**config.mk**
```make
export PLATFORM = sky130hd
export DESIGN_NAME = gecko_mem_arbiter_flat
export DESIGN_NICKNAME = d
export VERILOG_FILES = /design/src/rtl/gecko_mem_arbiter_if.sv /design/src/rtl/gecko_mem_arbiter.sv /design/src/flat_wrapper.sv
export SDC_FILE = /design/constraint.sdc
export NUM_CORES = 1
export LEC_CHECK = 0
export ABC_CLOCK_PERIOD_IN_PS = 3700
export BUFFER_PORTS_ARGS = -buffer_cell sky130_fd_sc_hd__buf_2
export CAP_MARGIN = 15
export CORE_AREA = 2 2 122 124
export DETAILED_ROUTE_END_ITERATION = 6
export DIE_AREA = 0 0 124 126
export HOLD_SLACK_MARGIN = 0.08
export PLACE_DENSITY = 0.57
export SYNTH_ARGS = -nofsm -noshare
export SYNTH_HDL_FRONTEND = slang
export SYNTH_SLANG_ARGS = --single-unit
```
**constraint.sdc**
```tcl
create_clock -name clk -period 3.7 [get_ports clk]
set_input_delay 0.555 -clock clk [delete_from_list [all_inputs] [get_ports clk]]
set_output_delay 0.555 -clock clk [all_outputs]
set_load 0.01 [all_outputs]
```
**src/rtl/gecko_mem_arbiter_if.sv**
```systemverilog
// gecko_mem_arbiter_if: one request/response port of the shared-memory arbiter.
// The master side issues requests and accepts responses; the slave side
// accepts requests and returns responses.
interface gecko_mem_arbiter_if #(
    parameter int ADDR_WIDTH = 32,
    parameter int DATA_WIDTH = 32
);
    logic                    req_valid;
    logic                    req_ready;
    logic [ADDR_WIDTH-1:0]   req_addr;
    logic                    req_read;
    logic [DATA_WIDTH/8-1:0] req_wmask;
    logic [DATA_WIDTH-1:0]   req_wdata;
    logic                    res_valid;
    logic                    res_ready;
    logic [DATA_WIDTH-1:0]   res_data;

    modport master (
        output req_valid, req_addr, req_read, req_wmask, req_wdata, res_ready,
        input  req_ready, res_valid, res_data
    );

    modport slave (
        input  req_valid, req_addr, req_read, req_wmask, req_wdata, res_ready,
        output req_ready, res_valid, res_data
    );
endinterface

```
**src/rtl/gecko_mem_arbiter.sv**
```systemverilog
// gecko_mem_arbiter: shares one single-port memory between the core's
// instruction and data ports. Requests are granted round-robin and forwarded
// combinationally; a tag FIFO remembers which port issued each accepted
// request so in-order responses can be steered back to the right port.
// Optional macro GECKO_MEM_ARBITER_STATS_EN adds grant and conflict counters.
module gecko_mem_arbiter #(
    parameter int ADDR_WIDTH      = 32,
    parameter int DATA_WIDTH      = 32,
    parameter int MAX_OUTSTANDING = 4
) (
    input  logic                       clk,
    input  logic                       rst,
    gecko_mem_arbiter_if.slave         inst,
    gecko_mem_arbiter_if.slave         data,
    gecko_mem_arbiter_if.master        mem,
    output logic                       orphan_flag
`ifdef GECKO_MEM_ARBITER_STATS_EN
    ,
    output logic [31:0]                inst_grant_count,
    output logic [31:0]                data_grant_count,
    output logic [31:0]                conflict_count
`endif
);

    localparam int PTR_W = $clog2(MAX_OUTSTANDING);
    localparam int CNT_W = PTR_W + 1;
    localparam logic [CNT_W-1:0] FULL_COUNT = CNT_W'(MAX_OUTSTANDING);

    typedef enum logic {
        IDLE,
        HOLD
    } state_t;

    state_t                     state;
    state_t                     state_next;
    logic                       last_grant;
    logic                       held_grant;
    logic                       grant_data;
    logic                       req_valid_int;
    logic                       res_ready_int;
    logic [MAX_OUTSTANDING-1:0] tag_mem;
    logic [PTR_W-1:0]           wr_ptr;
    logic [PTR_W-1:0]           rd_ptr;
    logic [CNT_W-1:0]           count;
    logic                       fifo_full;
    logic                       fifo_empty;
    logic                       head_tag;
    logic                       push;
    logic                       pop;
    logic                       orphan_hit;

    assign fifo_full  = (count == FULL_COUNT);
    assign fifo_empty = (count == '0);
    assign head_tag   = tag_mem[rd_ptr];

    // Pick the granted port, drive the memory request mux and request readies, and decide HOLD entry/exit.
    always_comb begin
        state_next     = state;
        grant_data     = 1'b0;
        req_valid_int  = 1'b0;
        push           = 1'b0;
        mem.req_valid  = 1'b0;
        mem.req_addr   = '0;
        mem.req_read   = 1'b0;
        mem.req_wmask  = '0;
        mem.req_wdata  = '0;
        inst.req_ready = 1'b0;
        data.req_ready = 1'b0;
        if (state == HOLD) begin
            grant_data = held_grant;
        end else if (inst.req_valid && data.req_valid) begin
            grant_data = ~last_grant;
        end else begin
            grant_data = data.req_valid;
        end
        if (rst) begin
            if (grant_data) begin
                req_valid_int = data.req_valid && !fifo_full;
                mem.req_addr  = data.req_addr;
                mem.req_read  = data.req_read;
                mem.req_wmask = data.req_wmask;
                mem.req_wdata = data.req_wdata;
            end else begin
                req_valid_int = inst.req_valid && !fifo_full;
                mem.req_addr  = inst.req_addr;
                mem.req_read  = inst.req_read;
                mem.req_wmask = inst.req_wmask;
                mem.req_wdata = inst.req_wdata;
            end
            mem.req_valid  = req_valid_int;
            inst.req_ready = !grant_data && mem.req_ready && !fifo_full;
            data.req_ready = grant_data && mem.req_ready && !fifo_full;
            push           = req_valid_int && mem.req_ready;
            if (state == IDLE && req_valid_int && !mem.req_ready) begin
                state_next = HOLD;
            end else if (state == HOLD && push) begin
                state_next = IDLE;
            end
        end
    end

    // Steer the memory response to the port named by the FIFO head; swallow responses nobody asked for.
    always_comb begin
        inst.res_valid = 1'b0;
        data.res_valid = 1'b0;
        inst.res_data  = '0;
        data.res_data  = '0;
        res_ready_int  = 1'b0;
        pop            = 1'b0;
        orphan_hit     = 1'b0;
        if (rst) begin
            inst.res_data = mem.res_data;
            data.res_data = mem.res_data;
            if (!fifo_empty) begin
                inst.res_valid = mem.res_valid && !head_tag;
                data.res_valid = mem.res_valid && head_tag;
                res_ready_int  = head_tag ? data.res_ready : inst.res_ready;
                pop            = mem.res_valid && res_ready_int;
            end else begin
                res_ready_int = 1'b1;
                orphan_hit    = mem.res_valid;
            end
        end
        mem.res_ready = res_ready_int;
    end

    // Arbiter state register.
    always_ff @(posedge clk or negedge rst) begin
        if (!rst) begin
            state <= IDLE;
        end else begin
            state <= state_next;
        end
    end

    // Freeze the grant while idle-to-hold, and remember the last winner for round-robin ties.
    always_ff @(posedge clk or negedge rst) begin
        if (!rst) begin
            last_grant <= 1'b1;
            held_grant <= 1'b0;
        end else begin
            if (state == IDLE) begin
                held_grant <= grant_data;
            end
            if (push) begin
                last_grant <= grant_data;
            end
        end
    end

    // Tag FIFO: push the requester id on each accepted request, pop on each routed response.
    always_ff @(posedge clk or negedge rst) begin
        if (!rst) begin
            tag_mem <= '0;
            wr_ptr  <= '0;
            rd_ptr  <= '0;
            count   <= '0;
        end else begin
            if (push) begin
                tag_mem[wr_ptr] <= grant_data;
                wr_ptr          <= wr_ptr + PTR_W'(1);
            end
            if (pop) begin
                rd_ptr <= rd_ptr + PTR_W'(1);
            end
            case ({push, pop})
                2'b10:   count <= count + CNT_W'(1);
                2'b01:   count <= count - CNT_W'(1);
                default: count <= count;
            endcase
        end
    end

    // Sticky flag for a response that arrived with nothing outstanding.
    always_ff @(posedge clk or negedge rst) begin
        if (!rst) begin
            orphan_flag <= 1'b0;
        end else if (orphan_hit) begin
            orphan_flag <= 1'b1;
        end
    end

`ifdef GECKO_MEM_ARBITER_STATS_EN
    // Free-running statistics: accepted grants per port and cycles with both ports requesting.
    always_ff @(posedge clk or negedge rst) begin
        if (!rst) begin
            inst_grant_count <= '0;
            data_grant_count <= '0;
            conflict_count   <= '0;
        end else begin
            if (push && !grant_data) begin
                inst_grant_count <= inst_grant_count + 32'd1;
            end
            if (push && grant_data) begin
                data_grant_count <= data_grant_count + 32'd1;
            end
            if (inst.req_valid && data.req_valid) begin
                conflict_count <= conflict_count + 32'd1;
            end
        end
    end
`endif

endmodule

```
**src/flat_wrapper.sv**
```systemverilog
// flat-port wrapper written by rule: the top's interface ports become plain ports
module gecko_mem_arbiter_flat 
#(
    parameter int ADDR_WIDTH      = 32,
    parameter int DATA_WIDTH      = 32,
    parameter int MAX_OUTSTANDING = 4
)
  (clk, rst, orphan_flag, inst_req_valid, inst_req_addr, inst_req_read, inst_req_wmask, inst_req_wdata, inst_res_ready, inst_req_ready, inst_res_valid, inst_res_data, data_req_valid, data_req_addr, data_req_read, data_req_wmask, data_req_wdata, data_res_ready, data_req_ready, data_res_valid, data_res_data, mem_req_valid, mem_req_addr, mem_req_read, mem_req_wmask, mem_req_wdata, mem_res_ready, mem_req_ready, mem_res_valid, mem_res_data);
  gecko_mem_arbiter_if #(.ADDR_WIDTH(ADDR_WIDTH), .DATA_WIDTH(DATA_WIDTH)) inst_i ();
  gecko_mem_arbiter_if #(.ADDR_WIDTH(ADDR_WIDTH), .DATA_WIDTH(DATA_WIDTH)) data_i ();
  gecko_mem_arbiter_if #(.ADDR_WIDTH(ADDR_WIDTH), .DATA_WIDTH(DATA_WIDTH)) mem_i ();
  input  logic clk;
  input  logic rst;
  output logic orphan_flag;
  input wire logic [$bits(inst_i.req_valid)-1:0] inst_req_valid;
  input wire logic [$bits(inst_i.req_addr)-1:0] inst_req_addr;
  input wire logic [$bits(inst_i.req_read)-1:0] inst_req_read;
  input wire logic [$bits(inst_i.req_wmask)-1:0] inst_req_wmask;
  input wire logic [$bits(inst_i.req_wdata)-1:0] inst_req_wdata;
  input wire logic [$bits(inst_i.res_ready)-1:0] inst_res_ready;
  output wire logic [$bits(inst_i.req_ready)-1:0] inst_req_ready;
  output wire logic [$bits(inst_i.res_valid)-1:0] inst_res_valid;
  output wire logic [$bits(inst_i.res_data)-1:0] inst_res_data;
  input wire logic [$bits(data_i.req_valid)-1:0] data_req_valid;
  input wire logic [$bits(data_i.req_addr)-1:0] data_req_addr;
  input wire logic [$bits(data_i.req_read)-1:0] data_req_read;
  input wire logic [$bits(data_i.req_wmask)-1:0] data_req_wmask;
  input wire logic [$bits(data_i.req_wdata)-1:0] data_req_wdata;
  input wire logic [$bits(data_i.res_ready)-1:0] data_res_ready;
  output wire logic [$bits(data_i.req_ready)-1:0] data_req_ready;
  output wire logic [$bits(data_i.res_valid)-1:0] data_res_valid;
  output wire logic [$bits(data_i.res_data)-1:0] data_res_data;
  output wire logic [$bits(mem_i.req_valid)-1:0] mem_req_valid;
  output wire logic [$bits(mem_i.req_addr)-1:0] mem_req_addr;
  output wire logic [$bits(mem_i.req_read)-1:0] mem_req_read;
  output wire logic [$bits(mem_i.req_wmask)-1:0] mem_req_wmask;
  output wire logic [$bits(mem_i.req_wdata)-1:0] mem_req_wdata;
  output wire logic [$bits(mem_i.res_ready)-1:0] mem_res_ready;
  input wire logic [$bits(mem_i.req_ready)-1:0] mem_req_ready;
  input wire logic [$bits(mem_i.res_valid)-1:0] mem_res_valid;
  input wire logic [$bits(mem_i.res_data)-1:0] mem_res_data;
  assign inst_i.req_valid = inst_req_valid;
  assign inst_i.req_addr = inst_req_addr;
  assign inst_i.req_read = inst_req_read;
  assign inst_i.req_wmask = inst_req_wmask;
  assign inst_i.req_wdata = inst_req_wdata;
  assign inst_i.res_ready = inst_res_ready;
  assign inst_req_ready = inst_i.req_ready;
  assign inst_res_valid = inst_i.res_valid;
  assign inst_res_data = inst_i.res_data;
  assign data_i.req_valid = data_req_valid;
  assign data_i.req_addr = data_req_addr;
  assign data_i.req_read = data_req_read;
  assign data_i.req_wmask = data_req_wmask;
  assign data_i.req_wdata = data_req_wdata;
  assign data_i.res_ready = data_res_ready;
  assign data_req_ready = data_i.req_ready;
  assign data_res_valid = data_i.res_valid;
  assign data_res_data = data_i.res_data;
  assign mem_req_valid = mem_i.req_valid;
  assign mem_req_addr = mem_i.req_addr;
  assign mem_req_read = mem_i.req_read;
  assign mem_req_wmask = mem_i.req_wmask;
  assign mem_req_wdata = mem_i.req_wdata;
  assign mem_res_ready = mem_i.res_ready;
  assign mem_i.req_ready = mem_req_ready;
  assign mem_i.res_valid = mem_res_valid;
  assign mem_i.res_data = mem_res_data;
  gecko_mem_arbiter #(.ADDR_WIDTH(ADDR_WIDTH), .DATA_WIDTH(DATA_WIDTH), .MAX_OUTSTANDING(MAX_OUTSTANDING)) u_core (.clk(clk), .rst(rst), .inst(inst_i), .data(data_i), .mem(mem_i), .orphan_flag(orphan_flag));
endmodule
```
Word level (Yosys, flattened, before mapping). Cells that the tools add are included.

Logic and storage cells: 79. Bits in latches: 0. Memory bits (read-only): 0. Output and inout bits: 140. RAM bits: 0. Input port bits: 178. Bits in registers: 15. Memories kept: 0.

Bitwise gates (word level): 2. Add/sub/neg operators: 4. Multipliers: 0. Div/mod/pow operators: 0. Reduce and logical (&&, ||, !) cells: 23. Shift operators: 0. $lt $le $gt $ge: 3. Muxes and demuxes: 36. Eq/ne operators: 3.

Operators by type and width (count): $mux W32 (5); $mux W1 (25); $logic_and A1 B1 Y1 (15); $mux W4 (2); $lt A2 B3 Y1 const B (2); $pmux W3 S2 (1); $add A2 B1 Y2 const B (2); $bwmux W4 (1); $logic_not A1 Y1 (4); $reduce_bool A2 Y1 (2); $add A3 B1 Y3 const B (1); $eq A3 B3 Y1 const B (1); $logic_not A3 Y1 (1); $sub A3 B1 Y3 const B (1); $bmux W1 S2 (1); $demux W1 S2 (1); $eq A2 B1 Y1 const B (1); $eq A2 B2 Y1 const B (1); $ge A2 B1 Y1 const B (1); $not A1 Y1 (2); $reduce_and A2 Y1 (1).

Longest topological paths before layout.
Depth after elaboration: 9. Mapped depth: 10. Mapped depth without buffers: 10.

Least setup slack after synthesis. OpenSTA, ideal clock, no wires.

Kind: in2reg. Start point: input inst_req_valid. End point: register u_core.count[2]. Arrival: 2.128 ns. Stages on the path: 9. Data required time: 3.621 ns. Setup slack: 1.493 ns. Buffers on the path: 0. Setup time: 0.079 ns. Cells stage by stage: or3b_1 > o2111a_2 > nand2_4 > ha_1 > inv_1 > fa_1 > xor2_1 > nor2_1 > xor2_1.

Longest elaborated chain between the ends: 9. Elaborated cells between the ends (all ways): 12. Classes of those cells: 2 x eq/ne; 6 x mux; 4 x reduce/logical.

Ends and longest elaborated chain: start, declared (line flat_wrapper.sv:15) `input wire logic [$bits(inst_i.req_valid)-1:0] inst_req_valid;`; $logic_and A1 B1 Y1 (line gecko_mem_arbiter.sv:71) `end else if (inst.req_valid && data.req_valid) begin`; $mux W1 (line gecko_mem_arbiter.sv:71); $mux W1 (line gecko_mem_arbiter.sv:69) `if (state == HOLD) begin`; $mux W1 (*) (line gecko_mem_arbiter.sv:77) `if (grant_data) begin`; $mux W1 (*) (line gecko_mem_arbiter.sv:76) `if (rst) begin`; $logic_and A1 B1 Y1 (*) (line gecko_mem_arbiter.sv:93) `push = req_valid_int && mem.req_ready;`; $mux W1 (*) (line gecko_mem_arbiter.sv:76); $eq A2 B1 Y1 or $eq A2 B2 Y1 (tied branches) (line gecko_mem_arbiter.sv:166) `case ({push, pop})`; $pmux W3 S2 or $reduce_bool A2 Y1 (tied branches); end signal, assigned (line gecko_mem_arbiter.sv:167) `2'b10: count <= count + CNT_W'(1);`; end signal, assigned (line gecko_mem_arbiter.sv:168) `2'b01: count <= count - CNT_W'(1);`; end signal, assigned (line gecko_mem_arbiter.sv:169) `default: count <= count;`; end, declared (line gecko_mem_arbiter.sv:44) `logic [CNT_W-1:0] count;`.

Mark *: on every way between the ends. The rest lies on a longest branch, timed or not. The select of a mux whose other input is x is not followed. A chain may end at the register's enable or synchronous reset.

Final worst setup path.
Start point: register u_core.state. End point: output mem_req_addr[3].

Longest elaborated chain between the ends: 3.

Ends and longest elaborated chain: start, declared (line gecko_mem_arbiter.sv:34) `state_t state;`; start signal, assigned (line gecko_mem_arbiter.sv:132) `state <= state_next;`; $mux W1 (line gecko_mem_arbiter.sv:69); $mux W32 (line gecko_mem_arbiter.sv:77); $mux W32 (line gecko_mem_arbiter.sv:76); end, declared (line flat_wrapper.sv:34) `output wire logic [$bits(mem_i.req_addr)-1:0] mem_req_addr;`.

Every way passes these cells.

==> summary.md <==
| Metric | Value |
|---|---|
| Clk root buf | clkbuf_16 |
| Worst-Skew Late Latency | roughly 0.24 ns |
| Slew margin rel. | 0.581 |
| GRT overflow | 0 |
| EDFF count, synth | 0 |
| CTS tree | yes |
| Worst-Margin Slew | 0.628 ns |
| Crit path kind | flop to output port |
| Vias | roughly 3400 |
| Crit path DAT | between 2 and 2.5 ns |
| Vias in the first global route | between 2000 and 3000 |
| Synth-to-layout area growth | 63.6% |
| Average routed wire per standard cell | 13.2 µm |
| Yosys warns | 0 |
| Clock transition at the registers of the reported paths | around 0.05 ns |
| Die H | ~130 µm |
| Die Footprint | approximately 0.016 mm² |
| Core area | roughly 0.014 mm² |
| Max_cap viols | 0 |
| Dpl ws | between 0.9 and 1 ns |
| Total GRT Usage | 0.122 |
| Hold/Removal Path Class | input pin to asynchronous set/reset pin |
| Final instance area | 0.00403 mm² |
| Routed wire length | between 10000 and 15000 µm |
| TritonCTS buffer count | 3 |
| Fin crit period | roughly 2.7 ns |
| Distinct cells, synth | 34 |
| Htree depth | 1 |
| Sequential power share | 0.161 |
| # nets final | 822 |
| Antenna-violating nets left | 0 |
| Clock group share of total power | 0.103 |
| Syn Inst Count | 372 |
| VDD IR-drop max | between 0.6 and 0.7 mV |
| Vias/cell | between 4 and 5 |
| Final Cycle Share | 0.729 |
| TNS Setup | 0 ns |
| Syn Nets | 556 |
| IO buf count | approximately 320 |
| Outcome | completed |
| Avg Inst Size Synth | about 6.6 µm² |
| Int Power | 0.000997 W |
| Initial antenna violation count | 2 |
| Final Max Slew Viols | 0 |
| Fin Clk Skew | 0.00191 ns |
| Hold WS | 0.106 ns |
| Gpl congestion | about 0.81 |
| Setup slack after layout | about 1 ns |
| Die W | 124 µm |
| Power per cell area | around 500 mW/mm² |
| Final setup viols | 0 |
| TritonCTS Sinks | 15 |
| Io pins | 318 |
| Comb pwr share | 0.736 |
| Post-CTS Resized | 0 |
| Initial Util | 0.172 |
| P_sw | between 0.001 and 0.0015 W |
| FFs w/ async S/R, synth | 1.00 |
| CP Launch Type | flop |
| Worst Setup End Kind | output port |
| Switching share of power | 0.504 |
| Hold bufs inserted after CTS | 0 |
| Pin count of the biggest net entering global routing | 75 |
| Synth Cell Area | around 0.0025 mm² |
| Post CTS Setup Buffer Count | 0 |
| First-pass GRT wire length | between 15000 and 20000 µm |
| Layout cells sized above 1 | 0.521 |
| Fmax | 371 MHz |
| Clk buf depth | 2 |
| DRT iter0 DRCs | between 100 and 150 |
| Overall Power | 0.00201 W |
| Rows | between 40 and 50 |
| # DRC | 0 |
| Largest fanout on the critical path | 40 |
| Synthesized flop and latch total | 15 |
| Primary FF master, synth | dfrtp_1 |
| Total leakage power | around 2.4 nW |
| DP HPWL | 8700 µm |
| Placed standard-cell area | 0.00395 mm² |
| Critical Path RT | 3.14 ns |
| Hold Vio Cnt, Final | 0 |
| RSZ-0062 raised after global routing | false |
| Seq/Total Area, Yosys | 0.153 |
| Pre-antenna DRT Iters | 4 |
[power groups by stage]
stage / Sequential, W / Clock, W / Combinational, W
finish: 0.000323 / 0.000207 / 0.00148
CTS: 0.000323 / 0.000212 / 0.00152
global placement: 0.000326 / 0 / 0.00150
detailed placement: 0.000324 / 0 / 0.00151
global route: 0.000337 / 0.000216 / 0.00168
floorplan: 0.000308 / 0 / 0.00101
[cells by family after synthesis]
| family | count (synthesis) | share of synthesized area |
|---|---|---|
| and+or+nand+nor | 186 | 0.329 |
| AOI/OAI and AO/OA | 85 | 0.262 |
| buffers and inverters | 66 | 0.167 |
| DFF | 15 | 0.153 |
| muxes | 9 | 0.0376 |
| adders and majority gates | 6 | 0.0335 |
| xor gates and xnor gates | 5 | 0.0178 |
[cell usage in the layout, fill, tap and decap left out, types with 2 or more instances in the layout]
cell,synthesis,routed
a41oi_1,4,4
buf_12,0,2
clkbuf_16,0,3
buf_2,8,316
nor2_1,5,5
xor2_1,3,3
a21boi_1,10,10
a21boi_0,61,61
nor2b_1,2,2
a31oi_1,4,4
ha_1,5,5
and2_1,32,32
xnor2_1,2,2
mux2i_1,7,7
inv_1,5,5
dfrtp_1,14,14
mux2_2,2,2
nand2_1,140,140
buf_4,39,3
or3b_1,2,2
nand3_1,2,2
[routing by layer]
| layer | vias up | wire [µm] | global-route usage |
|---|---|---|---|
| met1 | 1494 | 4830 | 0.172 |
| met5 | - | 13 | 0 |
| li1 | 1711 | - | - |
| met3 | 7 | 917 | 0.0154 |
| met2 | 162 | 5090 | 0.207 |
| met4 | 2 | 31 | 0.0112 |
[registers in the layout, summed over array words and instances, names as in the netlist]
| register | count |
|---|---|
| u_core.tag_mem | 4 |
| u_core.count | 3 |
| u_core.rd_ptr | 2 |
| u_core.wr_ptr | 2 |
| u_core.held_grant | 1 |
| u_core.last_grant | 1 |
| u_core.orphan_flag | 1 |
| u_core.state | 1 |
[per-stage QoR]
step,utilization,instances
after global routing,0.282,822
after global placement,0.276,817
final,0.282,822
after CTS,0.281,821
after floorplan,-,372
after detailed placement,0.276,817
[critical path, stage by stage (launching register included)]
cell and delay, ns:
dfrtp_1 0.42, nor2b_1 0.15, a22oi_2 0.10, inv_2 0.48, buf_12 0.29, nand2_1 0.07, a21boi_0 0.21, buf_2 0.17
[final timing paths]
path                                      end  slack, ns            start  depth (start not counted)
hold / removal                u_core.count[2]       0.11              rst                          1
setup reg to reg              u_core.count[2]       1.37  u_core.count[0]                          9
min in group clk              u_core.count[2]       0.47  u_core.count[2]                          1
hold reg to reg               u_core.count[2]       0.47  u_core.count[2]                          1
max in group asynchronous  u_core.orphan_flag       2.91              rst                          2
setup / recovery              mem_req_addr[3]       1.00     u_core.state                          7
[layout make-up]
class	instances	area (µm²)
fill	1599	10300
multi-input combinational	291	1680
timing repair buffer	321	1640
sequential	15	377
tap	184	230
clock buffer	4	78.8
inverter	6	22.5
antenna	1	2.50
[synth_stat cells (5+ instances only)]
master / count / share of area
dfrtp_1: 14 / 0.14
a21boi_1: 10 / 0.030
buf_4: 39 / 0.12
clkbuf_1: 11 / 0.017
inv_1: 5 / 0.0076
and2_1: 32 / 0.081
buf_2: 8 / 0.016
nand2_1: 140 / 0.21
ha_1: 5 / 0.025
a21boi_0: 61 / 0.19
mux2i_1: 7 / 0.028
nor2_1: 5 / 0.0076
(Power assumes the default switching activity.)
